--- src/rtl/nn_weights_pkg.sv ---
// Shared types and LFSR helpers for the weight initialisation sequencer.
package nn_weights_pkg;

  typedef enum logic [1:0] {
    IDLE = 2'd0,
    LOAD = 2'd1,
    RUN  = 2'd2,
    DONE = 2'd3
  } seq_state_e;

  localparam logic [15:0] LFSR_MASK    = 16'hB400;
  localparam logic [15:0] DEFAULT_SEED = 16'hACE1;

  // 16-bit Galois step: shift right, fold the mask in when the lsb falls out.
  function automatic logic [15:0] lfsr_next(input logic [15:0] s);
    logic [15:0] shifted;
    shifted = {1'b0, s[15:1]};
    lfsr_next = s[0] ? (shifted ^ LFSR_MASK) : shifted;
  endfunction

  // An all-zero seed would lock the LFSR, so it is replaced by the default.
  function automatic logic [15:0] fix_seed(input logic [15:0] seed);
    fix_seed = (seed == 16'h0000) ? DEFAULT_SEED : seed;
  endfunction

endpackage

--- src/rtl/lfsr_weight_source.sv ---
// Pseudo-random weight source: LFSR register that reloads its seed on reset
// and advances only when stepped.
module lfsr_weight_source
  import nn_weights_pkg::*;
#(
  parameter logic [15:0] SEED = 16'hACE1
) (
  input  logic        clk,
  input  logic        rst,
  input  logic        step,
  output logic [15:0] state
);

  logic [15:0] state_r;

  // LFSR state register; reset takes priority over a pending step.
  always_ff @(posedge clk) begin
    if (rst) begin
      state_r <= fix_seed(SEED);
    end else if (step) begin
      state_r <= lfsr_next(state_r);
    end else begin
      state_r <= state_r;
    end
  end

  assign state = state_r;

endmodule

--- src/rtl/weight_init_sequencer.sv ---
// Fills a rows x columns weight memory in row-major order from an LFSR.
// Optional WEIGHT_SCALE_EN adds scale_shift to arithmetically shrink weights.
module weight_init_sequencer
  import nn_weights_pkg::*;
#(
  parameter int          DATA_W = 16,
  parameter int          DIM_W  = 8,
  parameter int          ADDR_W = 16,
  parameter logic [15:0] SEED   = 16'hACE1
) (
  input  logic              clk,
  input  logic              rst,
  input  logic              start,
  input  logic [DIM_W-1:0]  no_of_rows,
  input  logic [DIM_W-1:0]  no_of_columns,
`ifdef WEIGHT_SCALE_EN
  input  logic [3:0]        scale_shift,
`endif
  output logic              wr_valid,
  input  logic              wr_ready,
  output logic [ADDR_W-1:0] wr_addr,
  output logic [DATA_W-1:0] wr_data,
  output logic              busy,
  output logic              done
);

  seq_state_e        state_r, state_s;
  logic [DIM_W-1:0]  rows_r, cols_r, row_r, col_r;
  logic [ADDR_W-1:0] addr_r;
  logic              wr_valid_r, busy_r, done_r;
  logic              xfer_s, last_s, zero_dim_s;
  logic [15:0]       lfsr_s, data_s;

  assign xfer_s     = wr_valid_r & wr_ready;
  assign last_s     = (row_r == rows_r - DIM_W'(1)) && (col_r == cols_r - DIM_W'(1));
  assign zero_dim_s = (rows_r == {DIM_W{1'b0}}) || (cols_r == {DIM_W{1'b0}});

  lfsr_weight_source #(.SEED(SEED)) u_lfsr (
    .clk   (clk),
    .rst   (rst),
    .step  (xfer_s),
    .state (lfsr_s)
  );

  // FSM state register.
  always_ff @(posedge clk) begin
    if (rst) begin
      state_r <= IDLE;
    end else begin
      state_r <= state_s;
    end
  end

  // Next-state logic; start is only honoured in IDLE and never queued.
  always_comb begin
    state_s = state_r;
    case (state_r)
      IDLE: begin
        if (start) state_s = LOAD;
        else       state_s = IDLE;
      end
      LOAD: begin
        if (zero_dim_s) state_s = DONE;
        else            state_s = RUN;
      end
      RUN: begin
        if (xfer_s && last_s) state_s = DONE;
        else                  state_s = RUN;
      end
      DONE:    state_s = IDLE;
      default: state_s = IDLE;
    endcase
  end

  // Status outputs are registered from the state being entered.
  always_ff @(posedge clk) begin
    if (rst) begin
      wr_valid_r <= 1'b0;
      busy_r     <= 1'b0;
      done_r     <= 1'b0;
    end else begin
      wr_valid_r <= (state_s == RUN);
      busy_r     <= (state_s == LOAD) || (state_s == RUN);
      done_r     <= (state_s == DONE);
    end
  end

  // Dimension latch and row/column/address counters.
  always_ff @(posedge clk) begin
    if (rst) begin
      rows_r <= {DIM_W{1'b0}};
      cols_r <= {DIM_W{1'b0}};
      row_r  <= {DIM_W{1'b0}};
      col_r  <= {DIM_W{1'b0}};
      addr_r <= {ADDR_W{1'b0}};
    end else if (state_r == IDLE && start) begin
      rows_r <= no_of_rows;
      cols_r <= no_of_columns;
    end else if (state_r == LOAD) begin
      row_r  <= {DIM_W{1'b0}};
      col_r  <= {DIM_W{1'b0}};
      addr_r <= {ADDR_W{1'b0}};
    end else if (state_r == RUN && xfer_s) begin
      addr_r <= addr_r + ADDR_W'(1);
      if (col_r == cols_r - DIM_W'(1)) begin
        col_r <= {DIM_W{1'b0}};
        row_r <= row_r + DIM_W'(1);
      end else begin
        col_r <= col_r + DIM_W'(1);
      end
    end else begin
      addr_r <= addr_r;
    end
  end

`ifdef WEIGHT_SCALE_EN
  logic [3:0] shift_r;

  // Scale shift is captured together with the dimensions.
  always_ff @(posedge clk) begin
    if (rst) begin
      shift_r <= 4'd0;
    end else if (state_r == IDLE && start) begin
      shift_r <= scale_shift;
    end else begin
      shift_r <= shift_r;
    end
  end

  assign data_s = 16'($signed(lfsr_s) >>> shift_r);
`else
  assign data_s = lfsr_s;
`endif

  // Data is forced to zero outside RUN so idle outputs stay quiet.
  assign wr_valid = wr_valid_r;
  assign busy     = busy_r;
  assign done     = done_r;
  assign wr_addr  = addr_r;
  assign wr_data  = wr_valid_r ? DATA_W'(data_s) : {DATA_W{1'b0}};

endmodule

--- config.mk ---
export PLATFORM = sky130hd
export DESIGN_NAME = weight_init_sequencer
export DESIGN_NICKNAME = d
export VERILOG_FILES = /design/src/rtl/nn_weights_pkg.sv /design/src/rtl/lfsr_weight_source.sv /design/src/rtl/weight_init_sequencer.sv
export SDC_FILE = /design/constraint.sdc
export NUM_CORES = 1
export LEC_CHECK = 0
export CORE_MARGIN = 3
export CORE_UTILIZATION = 25
export DETAILED_ROUTE_END_ITERATION = 6
export GPL_TIMING_DRIVEN = 0
export HOLD_SLACK_MARGIN = 0.08
export PLACE_DENSITY = 0.41
export SLEW_MARGIN = 10
export SYNTH_ARGS = -nofsm -noshare
export SYNTH_HDL_FRONTEND = slang
export SYNTH_SLANG_ARGS = --single-unit
--- constraint.sdc ---
create_clock -name clk -period 7.15 [get_ports clk]
set_clock_uncertainty 0.1 [all_clocks]
set_input_delay 1.0725 -clock clk [delete_from_list [all_inputs] [get_ports clk]]
set_output_delay 1.0725 -clock clk [all_outputs]
set_load 0.01 [all_outputs]
# == Yosys cells after proc, flatten, opt, wreduce, memory -nomap -nowiden ==
# Cells that the tools add are included.
# word_totals
regBits,69
inputBits,20
output_inout_bits,35
word_cells,53
# op_classes
n_addsub,5
eq_ne,8
muxes,14
n_bitwise,3
reduce_logical,13
# ops
cell,n
2-to-1 mux 16 bit,4
2-to-1 mux 8 bit,6
"adder 16 x 1 -> 16 bit, second input constant",1
"adder 8 x 1 -> 8 bit, second input constant",2
equality test 8 bit,2
logical NOT 8 bit,2
"subtractor 8 x 1 -> 8 bit, second input constant",2
"equality test 2 bit, second input constant",4
one-hot mux 2 bit (4 select lines),1
"equality test 2 x 1 -> 1 bit, second input constant",2
logical AND 1 bit,4
NOT 3 -> 4 bit,1
nonzero test 2 bit,2
2-to-1 mux 1 bit,3
AND reduction 3 bit,1
logical NOT 2 bit,1
logical OR 1 bit,2
AND reduction 2 bit,1
bitwise AND 1 bit,1
NOT 1 bit,1

# == Logic depth before layout (Yosys ltp) ==
# Gate-level depths: netlist of run 1.
# logic_depth
word_depth,8
mapped_depth,11
ltp_nobuf,10

# == By module ==
# From an unflattened synthesis of run 1, not the netlist that was laid out.
# hier_totals
cells_unflattened,408
hier_area_um2,3519.6
# modules_own_cells
module,n_inst,cells_each,area_per_inst_um2,seq_area_each_um2
weight_init_sequencer,1,352,2889.0,1061.0
lfsr_weight_source,1,56,630.6,320.3

# == Worst setup path before layout of run 1 ==
# Ideal clock, no wire load.
# synth_timing
path_kind,input port to flip-flop
from,input port wr_ready
to,register addr_r[5] (netlist: wr_addr[5])
setup_ps,128
arrival_ps,2250
required_ps,6922
slack_ps,4673
cell_stages,7
path_buffers,1
path_cell_list,and3_1 > o21ai_1 > buf_1 > nor2_1 > and3_1 > xnor2_1 > nor2_1
# synth_via
elab_chain_len,4
# synth_rtl
element,line,text
start: declaration,weight_init_sequencer.sv:20,"input logic wr_ready,"
bitwise AND 1 bit,weight_init_sequencer.sv:34,assign xfer_s = wr_valid_r & wr_ready;
logical AND 1 bit,weight_init_sequencer.sv:103,end else if (state_r == RUN && xfer_s) begin
nonzero test 2 bit (no line),n/a,
AND reduction 2 bit (no line),n/a,
end signal: assignment,weight_init_sequencer.sv:102,addr_r <= {ADDR_W{1'b0}};
end signal: assignment,weight_init_sequencer.sv:104,addr_r <= addr_r + ADDR_W'(1);
end signal: assignment,weight_init_sequencer.sv:112,addr_r <= addr_r;
end: declaration,weight_init_sequencer.sv:29,logic [ADDR_W-1:0] addr_r;
# Every way passes these cells.
# A chain may end at the register's enable or synchronous reset.

# == Worst setup path in the final report of run 1 ==
# layout_timing
from,register wr_valid_r (netlist: wr_valid)
to,output port wr_data[11]
# layout_via
elab_chain_len,1
# layout_rtl
element,line,text
start: declaration,weight_init_sequencer.sv:30,"logic wr_valid_r, busy_r, done_r;"
start signal: assignment,weight_init_sequencer.sv:82,wr_valid_r <= (state_s == RUN);
2-to-1 mux 16 bit,weight_init_sequencer.sv:140,assign wr_data = wr_valid_r ? DATA_W'(data_s) : {DATA_W{1'b0}};
end: declaration,weight_init_sequencer.sv:22,"output logic [DATA_W-1:0] wr_data,"
# Every way passes these cells.

==> results of run 1 <==
==> worst min path at each step <==
stage                         start              end  slack [ps]  depth (start not counted)
floorplan           u_lfsr.state[2]  u_lfsr.state[1]         340                          2
global placement    u_lfsr.state[3]  u_lfsr.state[2]         360                          2
detailed placement  u_lfsr.state[4]  u_lfsr.state[3]         360                          2
CTS                 u_lfsr.state[4]  u_lfsr.state[3]         370                          2
global route        u_lfsr.state[2]  u_lfsr.state[2]         390                          2
finish              u_lfsr.state[3]  u_lfsr.state[3]         370                          2
==> critical path: cells and delay by family (launching register included) <==
kind                   cells  cell delay [ps]
DFF                        1              360
buffers and inverters      3             1200
and+or+nand+nor            1              190
==> layout make-up <==
type | count | area, µm²
flip-flops and latches | 69 | 1380
clock inverters | 4 | 50.0
plain buffers | 22 | 90.1
multi-input cells | 325 | 2000
inverters | 11 | 41.3
repair buffers | 54 | 541
clock buffers | 11 | 233
well taps | 176 | 220
fillers | 1421 | 8950
==> routing by layer <==
layer / GRT usage / share of wire / vias to the layer above
li1: - / - / 1585
met1: 0.162 / 0.50 / 1446
met2: 0.188 / 0.46 / 43
met3: 0.0219 / 0.025 / 11
met4: 0.0503 / 0.019 / 0
met5: 0 / 0 / -
==> placed cells by master, fill, tap and decap left out, types with 2 or more instances in the layout <==
master and n:
nor3_1 21, nor2b_1 5, xnor2_1 20, nand4b_1 2, xor2_1 22, clkinvlp_4 2
ha_1 12, nand2b_1 5, clkbuf_1 22, o311a_1 2, a211oi_1 4, and3_1 2
a31oi_1 2, a21oi_1 32, clkbuf_16 9, or3_1 3, o21ai_0 7, a211o_1 2
nand3b_1 6, inv_1 11, nand2_1 78, mux2i_1 7, dfxtp_1 69, nand3_1 9
nand4_1 10, or4_1 2, clkdlybuf4s50_1 54, and2_1 23, and4_1 3, o31a_1 2
nor2_1 26
==> state kept, by name (all words and copies together) (netlist names) <==
register      count
u_lfsr.state     16
wr_addr          16
col_r             8
cols_r            8
row_r             8
rows_r            8
state_r           2
busy              1
done              1
wr_valid          1
==> stage by stage <==
stage / hold slack (ps) / utilization / instances / power (mW) / area (µm²)
floorplan: 340 / - / 427 / 0.529 / 3510
global placement: 356 / 0.316 / 657 / 0.589 / 4270
detailed placement: 360 / 0.316 / 657 / 0.589 / 4270
CTS: 368 / 0.337 / 672 / 1.03 / 4550
global route: 393 / 0.337 / 672 / 1.07 / 4550
finish: 370 / 0.337 / 672 / 1.01 / 4550
==> power groups by stage <==
stage                     Sequential [mW]  Clock, mW  Combinational [mW]
after CTS                           0.417      0.448               0.165
after global placement              0.425          0               0.164
final                               0.417      0.434               0.162
after global routing                0.419      0.464               0.184
after floorplan                     0.422          0               0.107
after detailed placement            0.425          0               0.164
==> kinds of logic (layout without fill, tap and decap cells) <==
kind of cell,after synthesis,after routing
AO/OA/AOI/OAI,60,60
XOR/XNOR,42,42
adder cells (fa/ha/maj),12,12
buffers and inverters,33,102
flip-flops,69,69
multiplexers,7,7
AND/OR/NAND/NOR,204,204
==> run_results.csv, run 1 <==
group,metric,value,unit
sta,hold_viol_final,0,
logic_synthesis,yosys.area_share.simple,0.297,
detailed_routing,wl_per_cell,13.6,µm
clock_tree,cts_resized,0,
pwr,comb_power_share,0.160,
floorplanning,floorplan.initialDensity,0.260,
logic_synthesis,synth_top_family_by_area,"simple AND/OR/NAND/NOR gates",
logic_synthesis,syn_area,0.00351,mm²
final_layout,area_growth,29.7,%
worst_setup_path,critical_path_arrival,2080,ps
placed_design,dp_hpwl,6.76,mm
clock_tree,cts_made_buffers,9,
worst_setup_path,cp_cell_sequence,"clkbuf_1, clkbuf_1, and2_1, clkdlybuf4s50_1",
grt,overflow,0,
logic_synthesis,yosys-top-cells-count,"nand2_1, dfxtp_1, a21oi_1",
worst_setup_path,crit_path_frequent_cell,"clkbuf_1",
grt,antenna_found_initial,0,
floorplanning,coreArea,0.0135,mm²
sta,period_share,0.454,
detailed_routing,dr.pass1.iters,4,
detailed_routing,viasPerCell,4.59,
clock_tree,cts_tree,"yes",
sta,rsz0062_at_grt,"no",
detailed_routing,vias,3085,
sta,tightest_slew,619,ps
logic_synthesis,synth.ff_latch_count,69,
floorplanning,ios,55,
worst_setup_path,r2r-end,"busy",
floorplanning,die_area,0.0155,mm²
worst_setup_path,slowest_stage,"clkdlybuf4s50_1",
floorplanning,rows,42,
grt,grt_pass1_vias,2960,
pwr,p_int,0.743,mW
logic_synthesis,ys.flop_type,"dfxtp_1",
placed_design,post-place-ws,3790,ps
worst_setup_path,r2r_setup_slack,4390,ps
pwr,p_sw_frac,0.267,
logic_synthesis,ys_top_cells_by_area,"dfxtp_1, nand2_1, xor2_1",
sta,finalWorstSetupSlack,3900,ps
logic_synthesis,synth_fp_nets,459,
clock_tree,clk_latency,330,ps
logic_synthesis,syn_inst,427,
worst_setup_path,startpoint,"wr_valid",
worst_setup_path,crit_path_end_kind,"primary output",
logic_synthesis,yosysMostFrequentCell,"nand2_1",
worst_setup_path,r2r_start,"cols_r[0]",
run,drv_cap,0,
logic_synthesis,synth_edf_count,0,
pwr,powerDensity,223,mW/mm²
grt,grt_util_all_layers,0.120,
pwr,leakagePower,1.63,nW
logic_synthesis,ys_warn_count,0,
detailed_routing,drc,0,
final_layout,drive_above_1_share,0.0383,
sta,fin_setup_tns,0,ps
logic_synthesis,ys_seq_area_frac,0.394,
logic_synthesis,async_reset_ff_frac,0,
detailed_routing,antenna_left,0,
clock_tree,cts_sinks,69,
sta,min_period,3250,ps
sta,slew_viol_final,0,
sta,max_freq,308,MHz
grt,grt_max_degree,12,
floorplanning,fp.dieW,124,µm
worst_setup_path,cp-endpoint,"wr_data[11]",
pwr,ir_drop,0.0960,mV
clock_tree,postCtsHoldBufs,0,
detailed_routing,finalWirelength,9.12,mm
detailed_routing,drt_iter0_drc,138,
final_layout,nets,524,
worst_setup_path,cp_data_required_time,5980,ps
logic_synthesis,synth_adder_area_share,0.0428,
logic_synthesis,netlist.top_cell.by_area,"dfxtp_1",
pwr,seq_power_share,0.412,
hold_path,hp-class,"reg2reg",
status,status,"complete, no violations",
grt,grt_pass1_wl,15.2,mm
pwr,p_switching,0.270,mW
clock_tree,cts_buffer_depth,2,
placed_design,place_congestion,0.722,
worst_setup_path,path_class,"reg2out",
clock_tree,cts-root-buf,"clkbuf_16",
clock_tree,htreeDepth,3,
sta,relSlewSlack,0.588,
worst_setup_path,reg2reg_depth,9,
clock_tree,postCtsSetupBuffers,0,
logic_synthesis,synth_compound_area_frac,0.104,
placed_design,portBuffers,54,
worst_setup_path,crit_path_max_fanout,10,
logic_synthesis,syn-mean-instance-area,8.22,µm²
logic_synthesis,synth-xor-area-share,0.105,
pwr,power_frac_clock,0.428,
floorplanning,dieHeight,124,µm
worst_setup_path,cpPeakStageDelay,540,ps
logic_synthesis,synthDominantCellAreaShare,0.394,
clock_tree,clkSlewWorstSetupHoldPaths,60,ps
final_layout,n_antenna_cell,0,
logic_synthesis,ys_types,48,
sta,setup_viol,0,
worst_setup_path,startpoint_type,"flip-flop",
logic_synthesis,muxShareOfSynthArea,0.0200,
Power figures use the tool's default switching activity.
==> inputs of run 2 (changes only) <==
==> constraint.sdc (replaced) <==
create_clock -name clk -period 3.2 [get_ports clk]
set_clock_uncertainty 0.1 [all_clocks]
set_input_delay 0.48 -clock clk [delete_from_list [all_inputs] [get_ports clk]]
set_output_delay 0.48 -clock clk [all_outputs]
set_load 0.01 [all_outputs]
==> results of run 2 <==
The final DEF is identical to that of run 1. Status: complete, no violations.
Main changes from that run: setup slack after placement 3790 ps -> 434 ps; setup slack after layout 3900 ps -> 442 ps; start point of the critical path wr_valid -> cols_r[0]; end point of the critical path wr_data[11] -> busy; register-to-register setup slack 4390 ps -> 440 ps; total power 1.01 mW -> 2.26 mW; worst IR drop on VDD 0.0960 mV -> 0.215 mV
==> inputs of run 3 (changes only) <==
--- a/config.mk
+++ b/config.mk
@@ -9,7 +9,7 @@
 export CORE_UTILIZATION = 25
 export DETAILED_ROUTE_END_ITERATION = 6
 export GPL_TIMING_DRIVEN = 0
-export HOLD_SLACK_MARGIN = 0.08
+export MAX_ROUTING_LAYER = met4
 export PLACE_DENSITY = 0.41
 export SLEW_MARGIN = 10
 export SYNTH_ARGS = -nofsm -noshare
==> run_results.csv, run 3 (same netlist as run 1, synthesis figures left out) <==
group,metric,value,unit
detailed_routing,dr.pass1.iters,4,
final_layout,finalInstanceArea,0.00455,mm²
run,drv_cap,0,
placed_design,portBuffers,54,
grt,grt_max_degree,12,
floorplanning,dieHeight,124,µm
final_layout,area_growth,29.7,%
clock_tree,postCtsHoldBufs,0,
clock_tree,cts-root-buf,"clkbuf_16",
worst_setup_path,startpoint_type,"flip-flop",
status,status,"complete, no violations",
floorplanning,rows,42,
clock_tree,cts_sinks,69,
worst_setup_path,r2r-end,"busy",
worst_setup_path,crit_path_end_kind,"flip-flop",
floorplanning,coreArea,0.0135,mm²
final_layout,mostFrequentLayoutCell,"nand2_1",
sta,rsz0062_at_grt,"no",
grt,grt_pass1_vias,2978,
detailed_routing,finalWirelength,9.11,mm
sta,min_period,2760,ps
sta,hold_viol_final,0,
sta,max_freq,362,MHz
sta,fin_setup_tns,0,ps
detailed_routing,drt_iter0_drc,130,
floorplanning,die_area,0.0155,mm²
final_layout,utilization,0.337,
grt,overflow,0,
worst_setup_path,crit_path_max_fanout,5,
detailed_routing,viasPerCell,4.59,
worst_setup_path,r2r_start,"cols_r[0]",
pwr,powerDensity,497,mW/mm²
clock_tree,postCtsSetupBuffers,0,
pwr,comb_power_share,0.160,
pwr,p_int,1.66,mW
grt,antenna_found_initial,0,
pwr,leakagePower,1.63,nW
placed_design,dp_hpwl,6.76,mm
detailed_routing,wl_per_cell,13.6,µm
placed_design,place_congestion,0.730,
clock_tree,cts_resized,0,
sta,relSlewSlack,0.587,
floorplanning,floorplan.initialDensity,0.260,
placed_design,placed_cell_area,0.00427,mm²
pwr,p_sw_frac,0.266,
clock_tree,cts_buffer_depth,2,
hold_path,hp-class,"reg2reg",
clock_tree,clk_latency,330,ps
sta,tightest_slew,620,ps
detailed_routing,drc,0,
pwr,power_frac_clock,0.428,
pwr,seq_power_share,0.412,
final_layout,n_antenna_cell,0,
sta,finalWorstSetupSlack,441,ps
clock_tree,cts_made_buffers,9,
detailed_routing,antenna_left,0,
worst_setup_path,critical_path_arrival,2910,ps
placed_design,dp.cells,657,
worst_setup_path,r2r_setup_slack,440,ps
pwr,ir_drop,0.214,mV
final_layout,fill_cells,1421,
worst_setup_path,cp_data_required_time,3350,ps
worst_setup_path,cp-endpoint,"busy",
sta,period_share,0.862,
sta,slew_viol_final,0,
final_layout,stdcell_count,672,
floorplanning,ios,55,
final_layout,nets,524,
worst_setup_path,startpoint,"cols_r[0]",
final_layout,layout_common_cells,"nand2_1, dfxtp_1, clkdlybuf4s50_1",
clock_tree,cts_tree,"yes",
clock_tree,clkSlewWorstSetupHoldPaths,60,ps
floorplanning,fp.dieW,124,µm
final_layout,drive_above_1_share,0.0383,
clock_tree,htreeDepth,3,
grt,grt_pass1_wl,15.1,mm
worst_setup_path,path_class,"reg2reg",
sta,setup_viol,0,
detailed_routing,vias,3084,
grt,grt_util_all_layers,0.123,
placed_design,post-place-ws,434,ps
pwr,p_switching,0.603,mW
worst_setup_path,reg2reg_depth,9,
## run 3: cell counts in the layout (fill, tap and decap cells not counted)
No cell type changed its count.
## run 3: how the worst min path moves through the flow
stage / cells past startpoint / slack, ps / start / endpoint
after CTS: 2 / 370 / u_lfsr.state[4] / u_lfsr.state[3]
after detailed placement: 2 / 360 / u_lfsr.state[4] / u_lfsr.state[3]
final: 2 / 370 / u_lfsr.state[3] / u_lfsr.state[3]
after floorplan: 2 / 340 / u_lfsr.state[2] / u_lfsr.state[1]
after global routing: 2 / 390 / u_lfsr.state[2] / u_lfsr.state[2]
after global placement: 2 / 360 / u_lfsr.state[3] / u_lfsr.state[2]
## run 3: area by class of cell
class	instances	area (µm²)	share of cell area
flip-flops and latches	69	1380	0.303
clock inverters	4	50.0	0.0110
multi-input cells	325	2000	0.438
plain buffers	22	90.1	0.0198
well taps	176	220	0.0484
inverters	11	41.3	0.00907
clock buffers	11	233	0.0511
repair buffers	54	541	0.119
## run 3: power by group through the flow
stage / Sequential, mW / Clock (mW) / Combinational, mW
global route: 0.937 / 1.04 / 0.411
detailed placement: 0.951 / 0 / 0.366
CTS: 0.932 / 1.00 / 0.369
finish: 0.932 / 0.969 / 0.362
floorplan: 0.943 / 0 / 0.240
global placement: 0.950 / 0 / 0.365
## run 3: metrics by stage
step	total power [mW]	hold WS, ps
2_1_floorplan	1.18	340
4_1_cts	2.30	368
3_3_place_gp	1.32	356
5_1_grt	2.38	393
6_report	2.26	370
3_5_place_dp	1.32	360
## run 3: critical path, cell delays in order (launching register included)
cell and delay, ps:
dfxtp_1 430, inv_1 90, ha_1 270, nor2b_2 190, and2_1 160, o311a_1 350
nor3_1 320, a31oi_1 240, ha_1 340, nor2_1 180
## run 3: layer usage
layer | global-route usage | wire length (µm) | vias up
met4 | 0.0503 | 161 | 0
met5 | - | 0 | -
met1 | 0.161 | 4590 | 1442
met2 | 0.188 | 4120 | 47
li1 | - | - | 1583
met3 | 0.0214 | 245 | 12
